--- config.mk ---
export PLATFORM = sky130hd
export DESIGN_NAME = dmem_sram_ctrl
export DESIGN_NICKNAME = d
export VERILOG_FILES = /design/src/rtl/dmem_sram_ctrl.sv
export SDC_FILE = /design/constraint.sdc
export NUM_CORES = 1
export LEC_CHECK = 0
export ABC_AREA = 1
export CELL_PAD_IN_SITES_DETAIL_PLACEMENT = 0
export CELL_PAD_IN_SITES_GLOBAL_PLACEMENT = 2
export CORE_MARGIN = 2
export CORE_UTILIZATION = 25
export CTS_BUF_LIST = sky130_fd_sc_hd__clkbuf_8
export DETAILED_ROUTE_END_ITERATION = 7
export GPL_TIMING_DRIVEN = 0
export MAX_ROUTING_LAYER = met4
export PLACE_DENSITY_LB_ADDON = 0.15
export SLEW_MARGIN = 20
export SYNTH_ARGS = -nofsm -noshare
export SYNTH_HDL_FRONTEND = slang
export SYNTH_SLANG_ARGS = --single-unit
--- constraint.sdc ---
create_clock -name clk -period 1.8 [get_ports clk]
set_input_delay 0.27 -clock clk [delete_from_list [all_inputs] [get_ports clk]]
set_output_delay 0.27 -clock clk [all_outputs]
set_load 0.005 [all_outputs]
--- src/rtl/dmem_sram_ctrl.sv ---
// Data-side memory access controller: turns a single-cycle M-stage load/store
// into a req / addr_ok / data_ok transaction on the SRAM-like data bus, stalls
// the pipeline until the access completes and holds load data in DONE until
// the global stall releases. A flush drains and discards an in-flight access.
module dmem_sram_ctrl #(
    parameter int unsigned ADDR_W = 32,
    parameter int unsigned DATA_W = 32
) (
    input  logic              clk,
    input  logic              resetn,
    // M-stage side
    input  logic              mem_en,
    input  logic [3:0]        mem_wen,
    input  logic [1:0]        mem_size,
    input  logic [ADDR_W-1:0] mem_addr,
    input  logic [DATA_W-1:0] mem_wdata,
    output logic [DATA_W-1:0] mem_rdata,
    output logic              d_stall,
    input  logic              longest_stall,
    input  logic              flush,
    // SRAM-like data bus
    output logic              data_req,
    output logic              data_wr,
    output logic [1:0]        data_size,
    output logic [ADDR_W-1:0] data_addr,
    output logic [DATA_W-1:0] data_wdata,
    input  logic              data_addr_ok,
    input  logic              data_data_ok,
    input  logic [DATA_W-1:0] data_rdata
);

    typedef enum logic [1:0] {
        S_IDLE = 2'd0,
        S_REQ  = 2'd1,
        S_WAIT = 2'd2,
        S_DONE = 2'd3
    } state_t;

    state_t            r_state;
    logic              r_discard;
    logic [DATA_W-1:0] r_rdata;
    logic              r_wr;
    logic [1:0]        r_size;
    logic [ADDR_W-1:0] r_addr;
    logic [DATA_W-1:0] r_wdata;

    logic              w_idle;
    logic              w_issue;
    logic              w_in_wr;
    logic [1:0]        w_in_size;
    logic [ADDR_W-1:0] w_in_addr;

    assign w_idle  = (r_state == S_IDLE);
    assign w_issue = w_idle & mem_en & ~flush;
    assign w_in_wr = |mem_wen;

    // Transfer size: stores derive it from the byte enables, loads use mem_size
    always_comb begin
        w_in_size = mem_size;
        if (w_in_wr) begin
            case (mem_wen)
                4'b1111:                               w_in_size = 2'd2;
                4'b0011, 4'b1100:                      w_in_size = 2'd1;
                4'b0001, 4'b0010, 4'b0100, 4'b1000:    w_in_size = 2'd0;
                default:                               w_in_size = 2'd2;
            endcase
        end
    end

    // Word transfers are issued word-aligned
    always_comb begin
        w_in_addr = mem_addr;
        if (w_in_size == 2'd2) begin
            w_in_addr[1:0] = 2'b00;
        end
    end

    // Bus payload: live inputs while idle, captured copy once the request is out
    always_comb begin
        if (w_idle) begin
            data_wr    = w_in_wr;
            data_size  = w_in_size;
            data_addr  = w_in_addr;
            data_wdata = mem_wdata;
        end else begin
            data_wr    = r_wr;
            data_size  = r_size;
            data_addr  = r_addr;
            data_wdata = r_wdata;
        end
    end

    assign data_req  = w_issue | (r_state == S_REQ);
    assign d_stall   = w_issue | (r_state == S_REQ) | (r_state == S_WAIT);
    assign mem_rdata = r_rdata;

    // Transaction FSM with payload capture, discard tracking and load data hold
    always_ff @(posedge clk or negedge resetn) begin
        if (!resetn) begin
            r_state   <= S_IDLE;
            r_discard <= 1'b0;
            r_rdata   <= '0;
            r_wr      <= 1'b0;
            r_size    <= '0;
            r_addr    <= '0;
            r_wdata   <= '0;
        end else begin
            case (r_state)
                S_IDLE: begin
                    if (w_issue) begin
                        r_wr      <= w_in_wr;
                        r_size    <= w_in_size;
                        r_addr    <= w_in_addr;
                        r_wdata   <= mem_wdata;
                        r_discard <= 1'b0;
                        r_state   <= data_addr_ok ? S_WAIT : S_REQ;
                    end
                end
                S_REQ: begin
                    // The request stays up until accepted; a flush only marks it for discard
                    if (flush) begin
                        r_discard <= 1'b1;
                    end
                    if (data_addr_ok) begin
                        r_state <= S_WAIT;
                    end
                end
                S_WAIT: begin
                    if (data_data_ok) begin
                        if (r_discard || flush) begin
                            r_discard <= 1'b0;
                            r_state   <= S_IDLE;
                        end else begin
                            if (!r_wr) begin
                                r_rdata <= data_rdata;
                            end
                            r_state <= S_DONE;
                        end
                    end else if (flush) begin
                        r_discard <= 1'b1;
                    end
                end
                S_DONE: begin
                    if (flush || !longest_stall) begin
                        r_state <= S_IDLE;
                    end
                end
                default: begin
                    r_state <= S_IDLE;
                end
            endcase
        end
    end

endmodule

==> metrics.txt <==
synthesized area 5180 sq um; CTS max path bufs 2; H-tree depth 3; Tcrit/Tclk final 111%; Reg clk slew, reported paths 0.12 ns; Initial Utilization 25.5%; Final Setup Violations 131; status complete, but fails checks; CTS tree yes; GR Util met1 20.4%; FF-to-FF Start r_state[0]; WP data required 1.53 ns; final layout net count 995; GRT Max-Usage Layer met2; post-synth top area share 49.3%; Max Slew Vio Count 0; Core ar. 20300 sq um; Overflow after GRT 0; WS Path Type reg2out; Hold Path Class in2async; endpoint class of the critical path output port; DR pass1 iterations 4; die height 148 um; total of max-cap violations 0; synthesized area per cell 8.24 sq um; maximum vdd drop 0.000612 V; final worst setup slack -0.204 ns; hpwl dp 11.5 mm; FMAX 499 MHz; Crit. Startpoint r_state[0]; crit path time final 2.00 ns; Final Hold Vio Count 0; Port Buffers 209; dpl cells 1108; Yosys cell types 20; Total Wirelength 16.6 mm; Inserted Diodes 0; Synth Net Count 743; commonest cells after routing, fill and taps aside clkdlybuf4s50_1 (139), nand2_1 (118), inv_1 (105); Pwr Density 1650 nW/um^2; Clock Sinks 102; antenna viol nets, final 0; Vias/cell 4.24; Ys Warns 0; DR DRC count 0; initial antenna violation count 0; Critical Path AT 1.73 ns; Worst Path Max Fanout 6; Gate Count Post-Synth 628; Slew @ Worst Pin 0.458 ns; Hold WS 0.373 ns; Iter 0 DRT Violations 175; Num CTS Buffers 9; pin count of the biggest net entering global routing 60; post-synthesis sequential area ratio 49.3%; post-synth top area cell dfrtp_1; Critical Path Start Type register; top post-synthesis cells by area dfrtp_1 (49%), nand2_1 (14%), o21ai_0 (9.1%); Root Buffer clkbuf_8; met2 GRT Util 23.7%; routed vias 4901; Layout area overhead 66.8%; Max transition margin 69.5%; post-route clock skew 0.0184 ns; #FFs+latches synth 102; commonest non-fill, non-tap cell in the layout clkdlybuf4s50_1; met3 Use GR 4.44%; gr usage total 15.6%; RSZ-0062 raised after global routing true; IO Pins 210; die area 21900 sq um; share of cells above drive strength 1 37.4%; row count 52; gp weighted congestion 0.800; number of global-route vias before repair 4969; P_leak 0.00431 uW; clock latency on the worst-skew pair 0.38 ns; violated checks negative setup slack; Layout Cells excl Fill 1155; Die Span X 148 um; first-pass GRT wire length 26.2 mm; WL/cell 14.4 um
cell families after synthesis:
| kind of cell | Yosys count | synth area share [%] |
|---|---|---|
| buffers and inverters | 144 | 13.1 |
| AND/OR/NAND/NOR | 206 | 15.9 |
| adder cells (fa/ha/maj) | 6 | 1.45 |
| flip-flops | 102 | 49.3 |
| AO/OA/AOI/OAI | 170 | 20.3 |
Yosys cell counts:
cell type	instances
ha_1	6
o21ai_0	94
dfrtp_1	102
o22ai_1	1
nor2_2	2
buf_2	8
buf_6	17
nor2_1	3
a31oi_1	1
o21ai_2	52
clkbuf_1	9
nand3_1	9
nand3b_1	1
nand2_1	189
o21ai_1	20
a21oi_1	1
inv_1	108
nand3_4	2
o21bai_1	1
inv_2	2
final timing paths:
check / to / slack (ns) / depth (start not counted)
setup / recovery: data_addr[20] / -0.20 / 9
hold / removal: r_addr[10] / 0.37 / 2
setup reg to reg: r_wdata[13] / -0.13 / 12
hold reg to reg: r_wdata[1] / 0.49 / 2
max in group asynchronous: mem_rdata[1] / 0.75 / 3
min in group clk: mem_rdata[17] / 0.41 / 3
critical path: stages, from the launching register on:
cell and delay (ns):
dfrtp_1 0.41, inv_2 0.10, ha_4 0.17, inv_8 0.05
buf_12 0.13, buf_12 0.14, buf_8 0.14, nand2_4 0.05
o21ai_2 0.05, buf_2 0.14
per-layer routing:
| metal | share of wire (%) | routed length (um) |
|---|---|---|
| met5 | 0 | 0 |
| met4 | 1.3 | 219 |
| met3 | 7.5 | 1240 |
| met2 | 46 | 7650 |
| met1 | 45 | 7480 |
cell type report:
class                      instances  area (sq um)
fill                            2073         11700
inverter                         110           428
tap                              270           338
buffer                            31           439
sequential                       102          2550
multi-input combinational        382          2420
timing repair buffer             244          2250
clock buffer                      10           138
clock inverter                     6          75.1
stage by stage:
stage          total power, uW  setup slack, ns  TNS, ns  utilization (%)  instance area (sq um)
2_1_floorplan             6930            0.260        0                -                   5180
3_3_place_gp             10700            -3.84  -434.70             37.5                   7610
6_report                 14200           -0.204   -16.54             42.5                   8640
5_1_grt                  15400           -0.288   -29.33             42.5                   8640
3_5_place_dp             10800           -0.827   -47.19             37.6                   7640
4_1_cts                  13700           -0.217   -11.11             40.9                   8300
power breakdown:
group	switching, uW	internal, uW
clock	895	707
sequential	762	3390
combinational	3940	4540
sequential cells by signal, indices dropped and copies added (netlist names):
register / count
r_size: 2
mem_rdata: 32
r_wr: 1
r_discard: 1
r_state: 2
r_addr: 32
r_wdata: 32
timing repair:
item | CTS | global route
hold buffers | 1 | 0
cloned | 8 | 1
buffers inserted | 18 | 6
endpoints found under the hold margin | 43 | 0
endpoints found under the setup margin | 69 | 86
resized for setup | 480 | 107
pin swaps | 22 | 8
No activity file was read; power rests on OpenSTA's default activity.
